`src/rtl/ec_fe_addsub_server_pkg.sv`:
```
// Shared constants for the FE add/sub responder.
// BLS12_381_P is the base-field modulus used as the default P of the server.
package ec_fe_addsub_server_pkg;

  localparam int unsigned BLS_DAT_BITS = 381;
  localparam int unsigned BLS_CTL_BITS = 8;

  localparam logic [BLS_DAT_BITS-1:0] BLS12_381_P =
    381'h1a0111ea397fe69a4b1ba7b6434bacd764774b84f38512bf6730d2a0f6b0f6241eabfffeb153ffffb9feffffffffaaab;

endpackage

```
`src/rtl/ec_fe_addsub_stage.sv`:
```
// One valid/ready pipeline register.
// Ports:
//   i_clk, i_rst  clock, asynchronous active-high reset
//   load_i        stage takes val_i/dat_i this cycle
//   val_i, dat_i  incoming beat (dat captured only with a valid beat)
//   val_o, dat_o  registered stage contents
module ec_fe_addsub_stage
  import ec_fe_addsub_server_pkg::*;
#(
  parameter int unsigned W = 8
) (
  input  logic         i_clk,
  input  logic         i_rst,
  input  logic         load_i,
  input  logic         val_i,
  input  logic [W-1:0] dat_i,
  output logic         val_o,
  output logic [W-1:0] dat_o
);

  logic         val_q;
  logic [W-1:0] dat_q;

  // Payload only moves with a valid beat so dat stays stable across bubbles.
  always_ff @(posedge i_clk or posedge i_rst) begin
    if (i_rst) begin
      val_q <= 1'b0;
      dat_q <= '0;
    end else if (load_i) begin
      val_q <= val_i;
      if (val_i) begin
        dat_q <= dat_i;
      end
    end
  end

  assign val_o = val_q;
  assign dat_o = dat_q;

endmodule

```
`src/rtl/ec_fe_addsub_server.sv`:
```
// Pipelined modular add/sub responder: returns (a+b) mod P (SUB=0) or
// (a-b) mod P (SUB=1) two cycles after accept, one result per cycle.
// Ports:
//   i_clk, i_rst          clock, asynchronous active-high reset
//   req_val_i/req_rdy_o   request handshake; req_dat_i = {b, a}
//   req_ctl_i/sop/eop     tag and framing, echoed unchanged
//   res_val_o/res_rdy_i   result handshake; res_dat_o = result
//   res_ctl_o/sop/eop     echoed tag and framing
//   res_err_o             an operand was >= P (result still returned)
// Occupancy is the two stage-valid bits: EMPTY, ONE (S1 or S2), FULL.
module ec_fe_addsub_server
  import ec_fe_addsub_server_pkg::*;
#(
  parameter int unsigned          DAT_BITS = BLS_DAT_BITS,
  parameter int unsigned          CTL_BITS = BLS_CTL_BITS,
  parameter logic [DAT_BITS-1:0]  P        = BLS12_381_P,
  parameter bit                   SUB      = 1'b0
) (
  input  logic                    i_clk,
  input  logic                    i_rst,
  input  logic                    req_val_i,
  input  logic [2*DAT_BITS-1:0]   req_dat_i,
  input  logic [CTL_BITS-1:0]     req_ctl_i,
  input  logic                    req_sop_i,
  input  logic                    req_eop_i,
  output logic                    req_rdy_o,
  output logic                    res_val_o,
  output logic [DAT_BITS-1:0]     res_dat_o,
  output logic [CTL_BITS-1:0]     res_ctl_o,
  output logic                    res_sop_o,
  output logic                    res_eop_o,
  output logic                    res_err_o,
  input  logic                    res_rdy_i
);

  localparam int unsigned T_BITS  = DAT_BITS + 1;
  localparam int unsigned S1_BITS = T_BITS + CTL_BITS + 3;
  localparam int unsigned S2_BITS = DAT_BITS + CTL_BITS + 3;

  logic [DAT_BITS-1:0] a, b;
  logic [T_BITS-1:0]   p_ext;
  logic [T_BITS-1:0]   t_d, t_q;
  logic                r_d, r_q;
  logic [CTL_BITS-1:0] ctl_q;
  logic                sop_q, eop_q;
  logic [DAT_BITS-1:0] res_d;
  logic                s1_val, s2_val, s1_load, s2_load;
  logic [S1_BITS-1:0]  s1_q;
  logic [S2_BITS-1:0]  s2_q;

  assign a     = req_dat_i[DAT_BITS-1:0];
  assign b     = req_dat_i[2*DAT_BITS-1:DAT_BITS];
  assign p_ext = {1'b0, P};

  // S1 arithmetic: widened sum, or two's-complement difference with MSB = borrow.
  always_comb begin
    t_d = SUB ? ({1'b0, a} - {1'b0, b}) : ({1'b0, a} + {1'b0, b});
    r_d = (a >= P) | (b >= P);
  end

  // Backpressure ripples from the output; ready never depends on a registered path beyond stage valids.
  assign s2_load   = ~s2_val | res_rdy_i;
  assign s1_load   = ~s1_val | s2_load;
  assign req_rdy_o = ~i_rst & s1_load;

  ec_fe_addsub_stage #(.W(S1_BITS)) u_s1 (
    .i_clk  (i_clk),
    .i_rst  (i_rst),
    .load_i (s1_load),
    .val_i  (req_val_i),
    .dat_i  ({t_d, req_ctl_i, req_sop_i, req_eop_i, r_d}),
    .val_o  (s1_val),
    .dat_o  (s1_q)
  );

  assign {t_q, ctl_q, sop_q, eop_q, r_q} = s1_q;

  // S2 single conditional correction back into [0, P).
  always_comb begin
    res_d = DAT_BITS'(t_q);
    if (SUB) begin
      if (t_q[DAT_BITS]) begin
        res_d = DAT_BITS'(t_q + p_ext);
      end
    end else if (t_q >= p_ext) begin
      res_d = DAT_BITS'(t_q - p_ext);
    end
  end

  ec_fe_addsub_stage #(.W(S2_BITS)) u_s2 (
    .i_clk  (i_clk),
    .i_rst  (i_rst),
    .load_i (s2_load),
    .val_i  (s1_val),
    .dat_i  ({res_d, ctl_q, sop_q, eop_q, r_q}),
    .val_o  (s2_val),
    .dat_o  (s2_q)
  );

  assign res_val_o = s2_val;
  assign {res_dat_o, res_ctl_o, res_sop_o, res_eop_o, res_err_o} = s2_q;

endmodule
```
`config.mk`:
```
export PLATFORM = sky130hd
export DESIGN_NAME = ec_fe_addsub_server
export DESIGN_NICKNAME = d
export VERILOG_FILES = /design/src/rtl/ec_fe_addsub_server_pkg.sv /design/src/rtl/ec_fe_addsub_stage.sv /design/src/rtl/ec_fe_addsub_server.sv
export SDC_FILE = /design/constraint.sdc
export NUM_CORES = 2
export LEC_CHECK = 0
export CAP_MARGIN = 10
export CORE_AREA = 8 8 450 452
export DETAILED_ROUTE_END_ITERATION = 6
export DIE_AREA = 0 0 458 460
export HOLD_SLACK_MARGIN = 0.1
export PLACE_DENSITY = 0.7
export SETUP_SLACK_MARGIN = 0.5
export SLEW_MARGIN = 20
export SYNTH_ARGS = -nofsm -noshare
export SYNTH_HDL_FRONTEND = slang
export SYNTH_SLANG_ARGS = --single-unit
```
`constraint.sdc`:
```
create_clock -name i_clk -period 40.9 [get_ports i_clk]
set_input_delay 10.225 -clock i_clk [delete_from_list [all_inputs] [get_ports i_clk]]
set_output_delay 10.225 -clock i_clk [all_outputs]
set_load 0.1 [all_outputs]
```
# Word level (Yosys, flattened, before mapping)
# Cells that the tools add are included.
[totals] reg_bits=787 in_bits=776
[op_classes] addsub=2 n_lt_le_gt_ge=3 n_mux=1 bitwise_logic=7 reduce_logical=2
[ops] operator="$ge 381x381->1 const B" n=2
[ops] operator="$add 381x381->382" n=1
[ops] operator="$ge 382x381->1 const B" n=1
[ops] operator="$mux 381" n=1
[ops] operator="$sub 381x381->381 const B" n=1
[ops] operator="$reduce_and 2->1" n=2
[ops] operator="$not 1->1" n=3
[ops] operator="$or 1x1->1" n=3
[ops] operator="$and 1x1->1" n=1

# Depth between registers and ports, before layout
[logic_depth] word_depth=4 depth_mapped=19

# Cells and area by module
# From an unflattened synthesis, not the netlist that was laid out.
[unflattened] cells_unflattened=10343 hier_area_um2=80488.4
[by_module_without_submodules] module="ec_fe_addsub_server" n_inst=1 cells_per_inst=8677 area_per_inst_um2=50980.1 seq_area_each_um2=0.0
[by_module_without_submodules] module="ec_fe_addsub_stage at u_s1" n_inst=1 cells_per_inst=834 area_per_inst_um2=14769.2 seq_area_each_um2=9859.5
[by_module_without_submodules] module="ec_fe_addsub_stage at u_s2" n_inst=1 cells_per_inst=832 area_per_inst_um2=14739.1 seq_area_each_um2=9834.4

# Worst setup path before layout
# OpenSTA, ideal clock, no wires.
[synth_timing] kind="in2out" startpoint="input port res_rdy_i" endpoint="output port req_rdy_o" arrival_time_ps=11755 slack_ps=18920 path_stages=2 path_cell_list="nor2b_1 > a21oi_1"
[synth_between] elab_chain_len=3
[synth_rtl] item="start: declaration" line="ec_fe_addsub_server.sv:33" text="input logic res_rdy_i"
[synth_rtl] item="$or 1x1->1" line="ec_fe_addsub_server.sv:62" text="assign s2_load = ~s2_val | res_rdy_i;"
[synth_rtl] item="$or 1x1->1" line="ec_fe_addsub_server.sv:63" text="assign s1_load = ~s1_val | s2_load;"
[synth_rtl] item="$and 1x1->1" line="ec_fe_addsub_server.sv:64" text="assign req_rdy_o = ~i_rst & s1_load;"
[synth_rtl] item="end: declaration" line="ec_fe_addsub_server.sv:26" text="output logic req_rdy_o,"
# No other way between the ends.

# Worst setup path after layout
# Same ends and word-level chain as after synthesis.

==> out/metrics.yaml <==
power_density_nw_per_um2: 58.6
r2r-end: "u_s2.dat_o[174]$_DFFE_PP0P_"
synthArstFlopShare: 1.00
portBuffers: 1169
critPathKind: "in2out"
slowest_delay_ns: 1.16
holdPathEnd: "u_s2.dat_o[5]$_DFFE_PP0P_"
finalWirelength_mm: 459
fin_crit_sh: 0.545
initial_utilization: 0.397
max_slew_margin: 0.142
nets: 13030
drv_slew: 0
place.detailed.hpwl_mm: 391
setup_viol: 0
drcViolationCount: 0
cts.sinks: 787
finalClockSkew_ns: 0.0495
wl_per_cell_um: 31.6
hold_viol: 0
ys_seq_elements: 787
finalWorstPathRequiredPeriod_ns: 22.30
grt_setup_unrepaired: "false"
track_usage: 0.409
place_congestion: 1.07
post_cts_resized: 0
seqPwrFrac: 0.262
peakVddDrop_v: 0.0000484
ctsHoldBuffers: 0
crit_top_cell: "clkdlybuf4s50_1"
final_cell_mix: "nand2_1 (1897), o21ai_0 (1446), clkdlybuf4s50_1 (1111)"
syn2layout_area_growth_pct: 21.3
cts_buffers: 94
syn_avg_cell_area_um2: 7.00
r2r.worst_path.cells: 17
grt_pass1_wl_mm: 642
worstPathMaxFanout: 2
crit_path_end_kind: "primary output"
drtIter0Drc: 12306
grt-ovfl-total: 0
dr.pass1.iters: 7
clockBufferDepth: 3
post-cts-setup-buffers: 0
fin_cells: 14519
ant_nets: 0
slowest_stage: "clkdlybuf4s50_1"
h-tree-depth: 3
hp-class: "reg2reg"
cp.arrival_ns: 12.07
insertion_delay_ns: 0.75
seq_area_frac_synth: 0.253
root_buffer: "clkbuf_16"
intPower_w: 0.00231
reg2reg_setup_slack_ns: 33.00
final.setup.tns_ns: 0
status: "finished clean"
num_vias: 94010
vias_per_cell: 6.47
fmaxAchievable_ghz: 0.0448
syn_nets: 12262
crit_chain: "clkdlybuf4s50_1 > nor2b_1 > a21oi_1 > clkdlybuf4s50_1"
min_path_cells: 2
ios: 1170
grt_start_max_net_pins: 212
path_clk_slew_ns: 0.06
die_h_um: 460
design.die.area_um2: 211000
dpl.cell_count: 14332
power_leakage_nw: 36.2
hp-start: "u_s1.dat_o[5]$_DFFE_PP0P_"
ys.flop_type: "dfrtp_1"
antenna_found_initial: 39
die_x_um: 458
worst_pin_slew_ns: 1.27
ys_types: 106
drive_gt1_frac: 0.0385
grt_pass1_vias: 88072
rows: 163
syn_inst: 11103
critPathRequiredTime_ns: 30.67
drv_cap: 0
reg2reg_from: "u_s1.dat_o[70]$_DFFE_PP0P_"
p_sw_w: 0.00322
fp.coreArea_um2: 196000
power_frac_comb: 0.576
synth_area_um2: 77700
power.share.clock: 0.162
swShare: 0.582
cts_tree: "yes"
start_kind: "input port"
synth_enable_flop_cells: 0
yosysWarnings: 0
layout_commonest_cell: "nand2_1"
-- cells in the mapped netlist, types with 155 or more instances --
| cell | number | share of area |
|---|---|---|
| nand3_1 | 284 | 0.018 |
| dfrtp_1 | 787 | 0.25 |
| xor2_1 | 318 | 0.036 |
| nand2_1 | 1899 | 0.092 |
| xnor2_1 | 416 | 0.047 |
| inv_1 | 228 | 0.011 |
| a21o_1 | 188 | 0.018 |
| o21ai_0 | 1446 | 0.093 |
| ha_1 | 382 | 0.061 |
| nor4_1 | 163 | 0.013 |
| a21oi_1 | 1069 | 0.069 |
| nand4_1 | 429 | 0.035 |
| nor3_1 | 299 | 0.019 |
| clkbuf_1 | 537 | 0.026 |
| o21bai_1 | 155 | 0.015 |
| nor2_1 | 967 | 0.047 |
-- power groups by stage --
stage	registers, W	clock network, W	logic, W
finish	0.00145	0.000895	0.00319
detailed placement	0.00144	0	0.00313
CTS	0.00142	0.000898	0.00314
global route	0.00146	0.000929	0.00330
floorplan	0.00228	0	0.00106
global placement	0.00143	0	0.00312
-- state kept, by name (all words and copies together) (netlist names) --
name,count
u_s1.dat_o,393
u_s2.dat_o,392
u_s1.val_o,1
u_s2.val_o,1
-- routing by layer --
layer	wire, µm	global-route usage	part of all wire	vias up
met5	178	0	0.00039	-
met4	28900	0.206	0.063	28
met3	50200	0.113	0.11	907
met2	192000	0.613	0.42	5592
met1	187000	0.539	0.41	45637
li1	-	-	-	41846
-- stage by stage --
stage | setup slack, ns | total power [W] | cell area (µm²) | utilization | hold slack (ns)
finish | 18.60 | 0.00553 | 94300 | 0.482 | 0.466
detailed placement | 18.59 | 0.00457 | 91000 | 0.465 | 0.449
global route | 18.54 | 0.00569 | 94300 | 0.481 | 0.486
global placement | 18.55 | 0.00455 | 91100 | 0.465 | 0.452
floorplan | 8.58 | 0.00334 | 77700 | - | 0.439
CTS | 18.59 | 0.00546 | 94200 | 0.481 | 0.464
-- worst max-delay path by stage --
stage	to	slack, ns	depth (start not counted)	from
2_1_floorplan	u_s1.dat_o[0]$_DFFE_PP0P_	8.58	1	i_rst
3_3_place_gp	req_rdy_o	18.55	3	i_rst
3_5_place_dp	req_rdy_o	18.59	3	i_rst
4_1_cts	req_rdy_o	18.59	3	i_rst
5_1_grt	req_rdy_o	18.54	4	res_rdy_i
6_report	req_rdy_o	18.60	4	res_rdy_i
-- cells by family after synthesis --
kind of cell,synth area share
compound gates,0.275
xor+xnor,0.0827
fa+ha+maj,0.0617
buf+inv,0.0398
flops,0.253
mux,0.000402
simple gates,0.287
-- critical path, delay by kind of cell --
kind                   cells  cell delay [ns]
AOI/OAI and AO/OA          1             0.14
and+or+nand+nor            1             0.07
buffers and inverters      2             1.63
-- final cells by class --
cell class                 count  area, µm²
fill                       20013     101000
multi-input combinational   9502      55100
sequential                   787      19700
timing repair buffer        1257      12200
tap                         2557       3200
clock buffer                 128       2640
inverter                     229        867
clock inverter                45        549
antenna                       14       35.0
Note: power is estimated with default switching activity, not from simulation.
